===== src/rtl/pwm_pkg.sv =====
// Shared definitions for the PWM ramp controller: generator register select
// encoding, controller FSM states, data width and compare-ceiling helper.
package pwm_pkg;

  localparam int unsigned PWM_W = 16;

  typedef enum logic [1:0] {
    SEL_NOP = 2'd0,
    SEL_CMP = 2'd1,
    SEL_TOP = 2'd2,
    SEL_CNT = 2'd3
  } sel_e;

  typedef enum logic [2:0] {
    ST_IDLE   = 3'd0,
    ST_LD_TOP = 3'd1,
    ST_LD_CMP = 3'd2,
    ST_LD_CNT = 3'd3,
    ST_RUN_UP = 3'd4,
    ST_RUN_DN = 3'd5,
    ST_ABORT  = 3'd6
  } state_e;

  // Highest compare value of a ramp: top+1, held at all-ones when top is all-ones.
  function automatic logic [PWM_W:0] f_cmp_max(input logic [PWM_W-1:0] top);
    if (top == '1) begin
      return {1'b0, top};
    end
    return {1'b0, top} + {{PWM_W{1'b0}}, 1'b1};
  endfunction

endpackage


===== src/rtl/pwm_period_tick.sv =====
// Period-end detector and hold counter. Emits a one-cycle step pulse on the
// hold-th period end (hold of 0 behaves as 1) while enabled.
module pwm_period_tick
  import pwm_pkg::*;
(
  input  logic             i_clk,
  input  logic             i_rst_n,
  input  logic             i_en,
  input  logic             i_clr,
  input  logic [PWM_W-1:0] i_cnt,
  input  logic [PWM_W-1:0] i_top,
  input  logic [7:0]       i_hold,
  output logic             o_step
);

  logic [7:0] r_cnt;
  logic [7:0] w_hold_eff;
  logic       w_pe;

  // Period end detection and step pulse generation.
  always_comb begin
    w_hold_eff = (i_hold == 8'd0) ? 8'd1 : i_hold;
    w_pe       = i_en && (i_cnt == i_top);
    o_step     = w_pe && (r_cnt == (w_hold_eff - 8'd1));
  end

  // Count period ends; cleared outside the run states and on every compare write.
  always_ff @(posedge i_clk or negedge i_rst_n) begin
    if (!i_rst_n) begin
      r_cnt <= '0;
    end else if (!i_en || i_clr) begin
      r_cnt <= '0;
    end else if (w_pe) begin
      r_cnt <= r_cnt + 8'd1;
    end
  end

endmodule


===== src/rtl/pwm_ramp_ctrl.sv =====
// PWM duty ramp controller: programs a PWM generator (TOP, CMP, CNT) and then
// ramps the compare value up to top+1 and back down to 0 in hold-period steps.
// Optional macro PWM_RAMP_LOOP_EN: repeat the up/down ramp until stop.
module pwm_ramp_ctrl
  import pwm_pkg::*;
(
  input  logic             clk,
  input  logic             rst_n,
  input  logic             start,
  input  logic             stop,
  input  logic [PWM_W-1:0] top_cfg,
  input  logic [PWM_W-1:0] step,
  input  logic [7:0]       hold,
  input  logic [PWM_W-1:0] pwm_cnt,
  output logic [PWM_W-1:0] d,
  output logic [1:0]       sel,
  output logic             busy,
  output logic             done,
  output logic [PWM_W-1:0] cur_cmp
);

  state_e           r_state;
  state_e           w_next;
  logic [PWM_W-1:0] r_top;
  logic [PWM_W-1:0] r_step;
  logic [7:0]       r_hold;
  logic [PWM_W-1:0] r_cmp;
  logic             r_done;

  sel_e             w_sel;
  logic [PWM_W-1:0] w_d;
  logic             w_done_set;
  logic             w_run;
  logic             w_tick;
  logic [PWM_W:0]   w_max;
  logic [PWM_W:0]   w_sum;
  logic [PWM_W-1:0] w_up;
  logic [PWM_W-1:0] w_dn;

  // Next compare candidates for both ramp directions, 17-bit to avoid wrap.
  always_comb begin
    w_max = f_cmp_max(r_top);
    w_sum = {1'b0, r_cmp} + {1'b0, r_step};
    w_up  = (w_sum >= w_max) ? w_max[PWM_W-1:0] : w_sum[PWM_W-1:0];
    w_dn  = (r_cmp > r_step) ? (r_cmp - r_step) : '0;
    w_run = (r_state == ST_RUN_UP) || (r_state == ST_RUN_DN);
  end

  pwm_period_tick u_tick (
    .i_clk   (clk),
    .i_rst_n (rst_n),
    .i_en    (w_run),
    .i_clr   (w_sel == SEL_CMP),
    .i_cnt   (pwm_cnt),
    .i_top   (r_top),
    .i_hold  (r_hold),
    .o_step  (w_tick)
  );

  // State register, latched configuration, last compare value and done pulse.
  always_ff @(posedge clk or negedge rst_n) begin
    if (!rst_n) begin
      r_state <= ST_IDLE;
      r_top   <= '0;
      r_step  <= '0;
      r_hold  <= '0;
      r_cmp   <= '0;
      r_done  <= 1'b0;
    end else begin
      r_state <= w_next;
      r_done  <= w_done_set;
      if ((r_state == ST_IDLE) && start) begin
        r_top  <= top_cfg;
        r_step <= (step == '0) ? {{(PWM_W-1){1'b0}}, 1'b1} : step;
        r_hold <= hold;
      end
      if (w_sel == SEL_CMP) begin
        r_cmp <= w_d;
      end
    end
  end

  // Next-state and generator write decode; stop overrides a same-cycle step.
  always_comb begin
    w_next     = r_state;
    w_sel      = SEL_NOP;
    w_d        = '0;
    w_done_set = 1'b0;
    case (r_state)
      ST_IDLE: begin
        if (start) w_next = ST_LD_TOP;
      end
      ST_LD_TOP: begin
        w_sel  = SEL_TOP;
        w_d    = r_top;
        w_next = stop ? ST_ABORT : ST_LD_CMP;
      end
      ST_LD_CMP: begin
        w_sel  = SEL_CMP;
        w_next = stop ? ST_ABORT : ST_LD_CNT;
      end
      ST_LD_CNT: begin
        w_sel  = SEL_CNT;
        w_next = stop ? ST_ABORT : ST_RUN_UP;
      end
      ST_RUN_UP: begin
        if (stop) begin
          w_next = ST_ABORT;
        end else if (w_tick) begin
          w_sel = SEL_CMP;
          w_d   = w_up;
          if (w_up == w_max[PWM_W-1:0]) w_next = ST_RUN_DN;
        end
      end
      ST_RUN_DN: begin
        if (stop) begin
          w_next = ST_ABORT;
        end else if (w_tick) begin
          w_sel = SEL_CMP;
          w_d   = w_dn;
          if (w_dn == '0) begin
            w_done_set = 1'b1;
`ifdef PWM_RAMP_LOOP_EN
            w_next     = ST_RUN_UP;
`else
            w_next     = ST_IDLE;
`endif
          end
        end
      end
      ST_ABORT: begin
        w_sel  = SEL_CMP;
        w_next = ST_IDLE;
      end
      default: begin
        w_next = ST_IDLE;
      end
    endcase
  end

  // Outputs; cur_cmp shows the value being written in the write cycle itself.
  always_comb begin
    sel     = w_sel;
    d       = w_d;
    busy    = (r_state != ST_IDLE);
    done    = r_done;
    cur_cmp = (w_sel == SEL_CMP) ? w_d : r_cmp;
  end

endmodule


===== config.mk =====
export PLATFORM = sky130hd
export DESIGN_NAME = pwm_ramp_ctrl
export DESIGN_NICKNAME = d
export VERILOG_FILES = /design/src/rtl/pwm_pkg.sv /design/src/rtl/pwm_period_tick.sv /design/src/rtl/pwm_ramp_ctrl.sv
export SDC_FILE = /design/constraint.sdc
export NUM_CORES = 1
export LEC_CHECK = 0
export ABC_CLOCK_PERIOD_IN_PS = 6760
export CAP_MARGIN = 20
export CORE_MARGIN = 2
export CORE_UTILIZATION = 50
export CTS_BUF_LIST = sky130_fd_sc_hd__clkbuf_8 sky130_fd_sc_hd__clkbuf_16
export CTS_CLUSTER_SIZE = 28
export DETAILED_ROUTE_END_ITERATION = 8
export PLACE_DENSITY = 0.83
export SLEW_MARGIN = 10
export SYNTH_ARGS = -nofsm -noshare
export SYNTH_HDL_FRONTEND = slang
export SYNTH_HIERARCHICAL = 1
export SYNTH_SLANG_ARGS = --single-unit

===== constraint.sdc =====
create_clock -name clk -period 6.76 [get_ports clk]
set_input_delay 1.352 -clock clk [delete_from_list [all_inputs] [get_ports clk]]
set_output_delay 1.352 -clock clk [all_outputs]
set_load 0.01 [all_outputs]

==> results of run 1 <==
final cells by class:
| class | count | area share (%) |
|---|---|---|
| clock buffer | 12 | 3.21 |
| clock inverter | 3 | 0.543 |
| inverter | 40 | 1.81 |
| multi-input combinational | 659 | 57.3 |
| sequential | 68 | 20.5 |
| tap | 176 | 2.65 |
| timing repair buffer | 120 | 13.9 |
worst paths after layout:
check                      cells past startpoint             startpoint  slack (ns)                    end
max                                           13            pwm_cnt[13]        0.24            cur_cmp[15]
min                                            1  r_hold[1]$_DFFE_PN0P_        0.57  r_hold[1]$_DFFE_PN0P_
max reg2reg                                   14     r_cmp[2]$_DFF_PN0_        2.24     r_cmp[9]$_DFF_PN0_
min reg2reg                                    1  r_hold[1]$_DFFE_PN0P_        0.57  r_hold[1]$_DFFE_PN0P_
max in group asynchronous                      2                  rst_n        4.91     r_cmp[1]$_DFF_PN0_
min in group asynchronous                      2                  rst_n        1.21  r_step[2]$_DFFE_PN0P_
power by group:
part	leakage, nW	switching (mW)	internal (mW)	total [mW]
sequential	0.847	0.272	0.575	0.847
clock	0.147	0.187	0.314	0.501
combinational	2.44	2.16	1.68	3.84
cells in the final DEF, fill, tap and decap left out, types with 4 or more instances in the layout:
cell | netlist | layout
nand3b_1 | 5 | 5
o21a_1 | 7 | 7
nor3b_1 | 5 | 5
a211oi_1 | 8 | 8
and3_1 | 9 | 8
mux2i_1 | 7 | 7
mux2_2 | 30 | 30
inv_1 | 40 | 40
dfrtp_1 | 68 | 67
nand2b_1 | 12 | 12
nor2b_1 | 6 | 6
clkdlybuf4s50_1 | 0 | 92
o22ai_1 | 4 | 4
or2_2 | 7 | 7
nand4_1 | 15 | 15
xnor2_1 | 43 | 43
ha_1 | 51 | 49
a21o_1 | 11 | 11
a31oi_1 | 13 | 12
and2_1 | 8 | 8
nand3_1 | 32 | 32
o21ai_0 | 48 | 47
nand2_1 | 79 | 79
or4_1 | 9 | 9
nor2_1 | 58 | 57
xor2_1 | 19 | 18
o31ai_1 | 11 | 11
nor4b_1 | 4 | 4
a21oi_1 | 41 | 39
o211ai_1 | 7 | 7
nor3_1 | 24 | 21
buf_4 | 3 | 23
or3_1 | 8 | 8
nor4_1 | 12 | 12
clkbuf_16 | 0 | 9
timing repair:
item,4_1_cts,5_1_grt
pin swaps,0,5
gates cloned,0,0
endpoints found under the setup margin,7,27
gates resized for setup,1,22
buffers inserted,0,4
worst register-to-register path: stages, from the launching register on:
cell       delay (ns)
dfrtp_1          0.43
ha_1             0.54
a221o_1          0.30
a211oi_1         0.09
nand3b_1         0.20
buf_4            0.17
a31oi_1          0.37
xor2_1           0.25
ha_1             0.31
a2111oi_4        0.38
o311ai_4         0.23
nor2_4           0.17
mux2_1           0.33
a211o_1          0.35
mux2_2           0.29
logic make-up after synthesis:
kind of cell	Yosys count
adders and majority gates	53
AOI/OAI and AO/OA	195
muxes	39
and+or+nand+nor	307
xor gates and xnor gates	65
buffers and inverters	78
DFF	68
per-layer routing:
metal | wire length, um | up-vias | GRT usage (%)
met1 | 8750 | 3199 | 38.4
met4 | 568 | 0 | 11.1
met2 | 9350 | 246 | 44.7
li1 | - | 3125 | -
met5 | 0 | - | 0
met3 | 1410 | 39 | 5.66
per-stage QoR:
| stage | power (mW) | cell area, um2 | cells | hold slack (ns) | util, % |
|---|---|---|---|---|---|
| finish | 5.19 | 8300 | 1078 | 0.569 | 62.9 |
| global route | 5.60 | 8300 | 1078 | 0.599 | 62.9 |
| CTS | 4.98 | 8170 | 1073 | 0.569 | 61.9 |
| detailed placement | 4.45 | 7850 | 1058 | 0.553 | 59.5 |
| global placement | 4.41 | 7850 | 1058 | 0.554 | 59.5 |
| floorplan | 3.44 | 6710 | 805 | 0.528 | - |
sequential cells by signal, indices dropped and copies added (netlist names):
| name | flops |
|---|---|
| r_cmp | 16 |
| r_top | 16 |
| r_state | 3 |
| u_tick/r_cnt | 8 |
| r_step | 16 |
| done | 1 |
| r_hold | 8 |
==> results_dict.tcl, run 1 <==
set metrics [dict create \
    finalCriticalPeriod_ns 6.52 \
    clockBufferDepth 2 \
    die_y_um 120 \
    antenna_found_initial 0 \
    numCtsBuffers 9 \
    hold_viol 0 \
    synthXorXnorAreaFrac_pct 8.91 \
    dp_worst_setup_slack_ns 0.319 \
    initialDrtViolationCount 601 \
    worst_ep_required_time_ns 5.41 \
    ys.flop_type "dfrtp_1" \
    drcViolationCount 0 \
    finalCritPeriodShare_pct 96.4 \
    cts-root-buf "clkbuf_16" \
    syn-num-nets 918 \
    clock_latency_ns 0.35 \
    crit_path_cell_trace "clkdlybuf4s50_1 -> xnor2_1 -> nand4_1 -> or4_4 -> nor2_1 -> nor4b_2 -> nor2b_1 -> and2_1 -> nand3_1 -> or4_1 -> nand3_1 -> mux2_2 -> clkdlybuf4s50_1" \
    path_max_fanout 4 \
    grt_max_degree 69 \
    final_nets 1011 \
    finalSetupTns_ns 0 \
    diodes 0 \
    holdBufCountCts 0 \
    status "finished clean" \
    start_kind "primary input" \
    regArea_mm2 0.00170 \
    cpLargestDelayFamily "simple AND/OR/NAND/NOR gates" \
    avgRoutedWirePerCell_um 18.6 \
    yosys.area.top_type "dfrtp_1" \
    io_buffer_count 95 \
    ir_drop_v 0.000343 \
    totalWireLength_mm 20.1 \
    grt_overflow_total 0 \
    power.leakage_nw 3.44 \
    clkSinkCount 68 \
    worstMarginPinSlew_ns 0.908 \
    slowest_stage "or4_1" \
    final_layout_size_suffix_gt1_share_pct 13.0 \
    synthAdderAreaFrac_pct 10.1 \
    max_freq_mhz 153 \
    synth.most_common_cell "nand2_1" \
    initial_core_util_pct 50.9 \
    dr.pass1.iters 6 \
    via_count 6609 \
    place.gp.congestion 0.994 \
    grt_pass1_vias 6279 \
    synth_top_family_by_area "simple AND/OR/NAND/NOR gates" \
    synth_cell_type_count 84 \
    cp-end-kind "output pin" \
    h-tree-depth 3 \
    clk_pin_slew_ns 0.05 \
    synthArstFlopShare_pct 100 \
    synth_edf_count 0 \
    powerDensity_mw_per_mm2 625 \
    synth-seq-cells 68 \
    hold_class "reg -> reg" \
    syn_to_final_growth_pct 23.6 \
    hpwl_mm 15.3 \
    synth_top_area_share_pct 25.3 \
    yosysSeqAreaShare_pct 25.3 \
    fp.dieArea_mm2 0.0144 \
    synthTopCellsByArea "dfrtp_1 (25%), ha_1 (9.5%), xnor2_1 (5.6%)" \
    core_area_mm2 0.0132 \
    num_rows 42 \
    syn_area_mm2 0.00671 \
    avgSynthCellArea_um2 8.34 \
    crit_type "in -> out" \
    grt_use_total_pct 28.4 \
    fillers 1154 \
    ys_warn_count 6 \
    cts_tree "built" \
    synthTopCellsByCount "nand2_1 (79), dfrtp_1 (68), nor2_1 (58), ha_1 (51), o21ai_0 (48)" \
    synthSimpleGateAreaFrac_pct 24.1 \
    setup_violations 0 \
    rsz0062_at_grt "false" \
    cap_violations 0 \
    timing.final.ws_setup_ns 0.241 \
    finalClockSkew_ns 0.00727 \
    viasPerCell 6.13 \
    max_stage_delay_ns 0.59 \
    ant_nets 0 \
    multi_input_area_mm2 0.00476 \
    worst-path-buf-inv 2 \
    syn_inst 805 \
    synth_compound_area_share_pct 19.9 \
    num_io_pins 96 \
    crit_arrival_ns 5.17 \
    final-max-slew-violation-count 0 \
    die_w_um 120 \
    grt_pass1_wl_mm 32.1 \
    synth.mux.area_fraction_pct 6.45 \
    maxSlewHeadroom_pct 38.7 \
]
Note: power is estimated with default switching activity, not from simulation.
==> inputs of run 2 (changes only) <==
--- a/config.mk
+++ b/config.mk
@@ -8,11 +8,12 @@
 export ABC_CLOCK_PERIOD_IN_PS = 6760
 export CAP_MARGIN = 20
 export CORE_MARGIN = 2
-export CORE_UTILIZATION = 50
+export CORE_UTILIZATION = 45
 export CTS_BUF_LIST = sky130_fd_sc_hd__clkbuf_8 sky130_fd_sc_hd__clkbuf_16
 export CTS_CLUSTER_SIZE = 28
 export DETAILED_ROUTE_END_ITERATION = 8
-export PLACE_DENSITY = 0.83
+export PLACE_DENSITY = 0.77
+export SETUP_SLACK_MARGIN = 0.1
 export SLEW_MARGIN = 10
 export SYNTH_ARGS = -nofsm -noshare
 export SYNTH_HDL_FRONTEND = slang
==> results_dict.tcl, run 2 (synthesis results as in run 1) <==
set metrics [dict create \
    final_cells 1090 \
    status "finished clean" \
    place.gp.congestion 0.982 \
    numCtsBuffers 9 \
    worstMarginPinSlew_ns 0.885 \
    reg2regPathDepth 19 \
    min_delay_path_depth 2 \
    fp.dieArea_mm2 0.0159 \
    grt_use_total_pct 25.0 \
    totalWireLength_mm 19.8 \
    r2r_start "r_step[0]$_DFFE_PN0P_" \
    grt_max_degree 69 \
    stdcell_area_mm2 0.00832 \
    final_layout_size_suffix_gt1_share_pct 13.4 \
    placed_area_mm2 0.00787 \
    p_int_mw 2.57 \
    use_met2_pct 40.3 \
    path_max_fanout 3 \
    ant_nets 0 \
    pwr-share-clk_pct 9.7 \
    die_w_um 126 \
    combPwrFrac_pct 73.8 \
    finalCriticalPeriod_ns 6.53 \
    die_y_um 126 \
    core_area_mm2 0.0145 \
    worst_ep_required_time_ns 5.41 \
    avgRoutedWirePerCell_um 18.2 \
    hpwl_mm 15.1 \
    h-tree-depth 3 \
    p_switching_mw 2.61 \
    maxSlewHeadroom_pct 40.3 \
    clk_pin_slew_ns 0.06 \
    ir_drop_v 0.000358 \
    num_io_pins 96 \
    final_common_cell "clkdlybuf4s50_1" \
    finalSetupTns_ns 0 \
    final-max-slew-violation-count 0 \
    worstReg2RegEnd "r_cmp[9]$_DFF_PN0_" \
    initial_core_util_pct 46.2 \
    cts_tree "built" \
    cap_violations 0 \
    grt_util_met1_pct 33.5 \
    clock_latency_ns 0.36 \
    grt_use_met3_pct 3.53 \
    initialDrtViolationCount 496 \
    io_buffer_count 95 \
    drcViolationCount 0 \
    num_rows 44 \
    hp-start "r_step[13]$_DFFE_PN0P_" \
    via_count 6574 \
    power_frac_seq_pct 16.5 \
    antenna_found_initial 0 \
    hold-path-endpoint "r_step[13]$_DFFE_PN0P_" \
    setup_violations 0 \
    r2r_setup_slack_ns 2.29 \
    reg_top3 "r_cmp x16, r_step x16, r_top x16" \
    final_nets 1014 \
    syn_to_final_growth_pct 23.9 \
    start_kind "register" \
    cts-root-buf "clkbuf_16" \
    viasPerCell 6.03 \
    dr.pass1.iters 5 \
    switching_share_pct 50.4 \
    grt_pass1_vias 6160 \
    crit_type "reg -> out" \
    hold_viol 0 \
    power.leakage_nw 3.45 \
    grt_overflow_total 0 \
    hold_class "reg -> reg" \
    clockBufferDepth 2 \
    grt_pass1_wl_mm 32.0 \
    rsz0062_at_grt "false" \
    placedCellCount 1069 \
    crit_arrival_ns 5.18 \
    layout_common_cells "clkdlybuf4s50_1 (93), nand2_1 (79), dfrtp_1 (67), nor2_1 (57), ha_1 (50)" \
    finalCritPeriodShare_pct 96.6 \
    powerDensity_mw_per_mm2 623 \
    diodes 0 \
    cp-end-kind "output pin" \
    clkSinkCount 68 \
    max_freq_mhz 153 \
    finalClockSkew_ns 0.00735 \
    busiest_layer "met2" \
]
## run 2: metal layers
metal / vias up / wire, um / share of wire (%)
met2: 233 / 9240 / 47
met1: 3156 / 8920 / 45
met5: - / 0 / 0
met3: 44 / 1020 / 5.1
met4: 0 / 667 / 3.4
li1: 3141 / - / -
## run 2: critical path: stages (launching register included)
cell             delay [ns]
dfrtp_1                0.43
ha_2                   0.23
fa_2                   0.36
nor2b_4                0.15
o211ai_4               0.27
a31oi_4                0.15
a21oi_1                0.18
o21bai_1               0.11
xor2_2                 0.20
inv_1                  0.08
ha_1                   0.31
a21o_1                 0.16
a21o_1                 0.16
a21oi_1                0.16
or2_2                  0.16
o311ai_4               0.11
nor2_4                 0.16
mux2_1                 0.33
a211o_1                0.34
mux2_2                 0.29
clkdlybuf4s50_1        0.48
## run 2: worst max-delay path by stage
| stage | start | slack [ns] | cells past startpoint | end |
|---|---|---|---|---|
| 4_1_cts | r_step[0]$_DFFE_PN0P_ | 0.11 | 20 | cur_cmp[9] |
| 6_report | r_step[0]$_DFFE_PN0P_ | 0.23 | 20 | cur_cmp[9] |
| 3_5_place_dp | pwm_cnt[0] | 0.26 | 13 | cur_cmp[4] |
| 5_1_grt | r_step[0]$_DFFE_PN0P_ | 0.1 | 20 | cur_cmp[9] |
| 3_3_place_gp | pwm_cnt[5] | 0.36 | 13 | cur_cmp[15] |
| 2_1_floorplan | r_step[8]$_DFFE_PN0P_ | 1.18 | 16 | cur_cmp[9] |
## run 2: layout make-up
| cell class | instances | area (um2) |
|---|---|---|
| Fill cell | 1351 | 6210 |
| Multi-Input combinational cell | 659 | 4760 |
| Sequential cell | 68 | 1700 |
| Timing Repair Buffer | 123 | 1170 |
| Tap cell | 184 | 230 |
| Clock buffer | 9 | 225 |
| Inverter | 40 | 150 |
| Clock inverter | 7 | 81.3 |
## run 2: power groups by stage
| stage | registers [mW] | clock network [mW] | logic, mW |
|---|---|---|---|
| after global placement | 0.859 | 0 | 3.50 |
| after detailed placement | 0.859 | 0 | 3.55 |
| after CTS | 0.855 | 0.509 | 3.64 |
| final | 0.856 | 0.501 | 3.83 |
| after global routing | 0.885 | 0.522 | 4.18 |
| after floorplan | 0.731 | 0 | 2.71 |
## run 2: per-stage QoR
stage | hold slack [ns] | power [mW] | worst slack, ns | util, %
2_1_floorplan | 0.528 | 3.44 | 1.18 | -
3_3_place_gp | 0.557 | 4.36 | 0.361 | 54.2
3_5_place_dp | 0.559 | 4.41 | 0.261 | 54.2
4_1_cts | 0.574 | 5.00 | 0.113 | 56.6
5_1_grt | 0.598 | 5.59 | 0.0974 | 57.3
6_report | 0.574 | 5.18 | 0.227 | 57.3
## run 2: repair_timing
item	4_1_cts	5_1_grt
resized for setup	5	20
endpoints found under the setup margin	14	25
buffers inserted	2	3
hold buffers	0	0
pin swaps	2	6
==> inputs of run 3 (changes only) <==
--- a/config.mk
+++ b/config.mk
@@ -7,6 +7,7 @@
 export LEC_CHECK = 0
 export ABC_CLOCK_PERIOD_IN_PS = 6760
 export CAP_MARGIN = 20
+export CORE_ASPECT_RATIO = 0.6
 export CORE_MARGIN = 2
 export CORE_UTILIZATION = 45
 export CTS_BUF_LIST = sky130_fd_sc_hd__clkbuf_8 sky130_fd_sc_hd__clkbuf_16
==> results_dict.tcl, run 3 (synthesis results as in run 1) <==
set metrics [dict create \
    reg_top3 "r_cmp x16, r_step x16, r_top x16" \
    fp.dieArea_mm2 0.0159 \
    io_buffer_count 95 \
    grt_pass1_wl_mm 34.9 \
    crit_path_cell_trace "ha_1 -> fa_2 -> nor2b_4 -> o211ai_4 -> a31oi_4 -> a21oi_1 -> o21bai_1 -> xor2_2 -> inv_1 -> ha_1 -> a21o_1 -> a21o_1 -> a21oi_1 -> or2_2 -> o311ai_4 -> buf_4 -> o21ai_0 -> o31ai_1 -> o211ai_1 -> buf_4 -> a21o_1 -> clkdlybuf4s50_1" \
    numCtsBuffers 9 \
    place.gp.congestion 0.961 \
    setup_violations 0 \
    hp-start "r_cmp[7]$_DFF_PN0_" \
    die_y_um 98.6 \
    multi_input_area_mm2 0.00480 \
    ant_nets 0 \
    max_stage_delay_ns 0.55 \
    placedCellCount 1088 \
    path_max_fanout 3 \
    avgRoutedWirePerCell_um 19.8 \
    max_freq_mhz 152 \
    crit_type "reg -> out" \
    clock_latency_ns 0.34 \
    critPathMostFrequentCell "a21o_1" \
    use_met2_pct 37.0 \
    worst_ep_required_time_ns 5.41 \
    grt_pass1_vias 6341 \
    critPathLaunch "r_step[0]$_DFFE_PN0P_" \
    totalWireLength_mm 22.1 \
    grt_use_total_pct 27.7 \
    maxSlewHeadroom_pct 38.7 \
    holdWs_ns 0.566 \
    clk_pin_slew_ns 0.06 \
    viasPerCell 6.05 \
    dr.pass1.iters 6 \
    worstMarginPinSlew_ns 0.920 \
    powerDensity_mw_per_mm2 639 \
    r2r_setup_slack_ns 2.21 \
    final_layout_size_suffix_gt1_share_pct 15.0 \
    finalCriticalPeriod_ns 6.56 \
    num_io_pins 96 \
    power.leakage_nw 3.57 \
    hold_class "reg -> reg" \
    crit_arrival_ns 5.21 \
    busiest_layer "met1" \
    final_cells 1113 \
    cts_tree "built" \
    min_delay_path_depth 1 \
    num_rows 34 \
    drcViolationCount 0 \
    reg2regPathDepth 16 \
    hold-path-endpoint "r_cmp[7]$_DFF_PN0_" \
    cap_violations 0 \
    regArea_mm2 0.00170 \
    start_kind "register" \
    rsz0062_at_grt "true" \
    finalCritPeriodShare_pct 97.1 \
    grt_overflow_total 0 \
    antenna_found_initial 0 \
    worstReg2RegEnd "r_cmp[9]$_DFF_PN0_" \
    hold_viol 0 \
    ir_drop_v 0.000386 \
    final_common_cell "clkdlybuf4s50_1" \
    clockBufferDepth 2 \
    slowest_stage "clkdlybuf4s50_1" \
    layout_common_cells "clkdlybuf4s50_1 (88), nand2_1 (79), dfrtp_1 (67), nor2_1 (57), ha_1 (49)" \
    clkSinkCount 68 \
    syn_to_final_growth_pct 26.1 \
    diodes 0 \
    hpwl_mm 16.8 \
    cpLargestDelayFamily "compound AO/OA/AOI/OAI gates" \
    finalSetupTns_ns 0 \
    finalClockSkew_ns 0.00505 \
    h-tree-depth 3 \
    die_w_um 162 \
    r2r_start "r_step[0]$_DFFE_PN0P_" \
    grt_use_met3_pct 7.95 \
    status "finished clean" \
    final-max-slew-violation-count 0 \
    via_count 6732 \
    worst-path-buf-inv 4 \
    initialDrtViolationCount 825 \
    core_area_mm2 0.0145 \
    fillers 1317 \
    initial_core_util_pct 46.1 \
    final_nets 1023 \
    grt_max_degree 69 \
    cts-root-buf "clkbuf_16" \
    grt_util_met1_pct 44.2 \
    cp-end-kind "output pin" \
]
[run 3: layout make-up]
| type | instances | share of cell area, % |
|---|---|---|
| multi-input combinational | 659 | 56.7 |
| sequential | 68 | 20.1 |
| timing repair buffer | 132 | 14.9 |
| tap | 198 | 2.93 |
| clock buffer | 10 | 2.82 |
| inverter | 40 | 1.77 |
| clock inverter | 6 | 0.754 |
[run 3: metal layers]
layer | part of all wire, % | vias to the layer above | wire length (um)
li1 | - | 3142 | -
met1 | 48 | 3192 | 10700
met2 | 39 | 384 | 8680
met3 | 12 | 14 | 2590
met4 | 0.58 | 0 | 129
met5 | 0 | - | 0
[run 3: worst max path at each step]
stage	endpoint	slack, ns	depth (start not counted)
floorplan	cur_cmp[9]	1.18	16
CTS	cur_cmp[9]	0.12	16
finish	cur_cmp[11]	0.20	22
global route	cur_cmp[11]	-0.01	22
detailed placement	cur_cmp[15]	0.26	13
global placement	cur_cmp[15]	0.32	13
[run 3: stage by stage]
step	util (%)	setup WS [ns]	power, mW	area (um2)
2_1_floorplan	-	1.18	3.44	6710
4_1_cts	56.8	0.123	5.09	8270
3_5_place_dp	54.5	0.263	4.54	7930
3_3_place_gp	54.5	0.315	4.49	7930
5_1_grt	58.2	-0.0101	5.82	8460
6_report	58.2	0.197	5.41	8460
[run 3: power breakdown]
part	internal [mW]	total (mW)	switching (mW)
sequential	0.575	0.853	0.279
clock	0.295	0.488	0.193
combinational	1.77	4.07	2.30
total	2.64	5.41	2.77
[run 3: repair_timing]
| item | CTS | global route |
|---|---|---|
| hold buffers | 0 | 0 |
| buffers inserted | 1 | 7 |
| resized for setup | 6 | 32 |
| pin swaps | 2 | 14 |
| setup endpoints to repair | 17 | 29 |
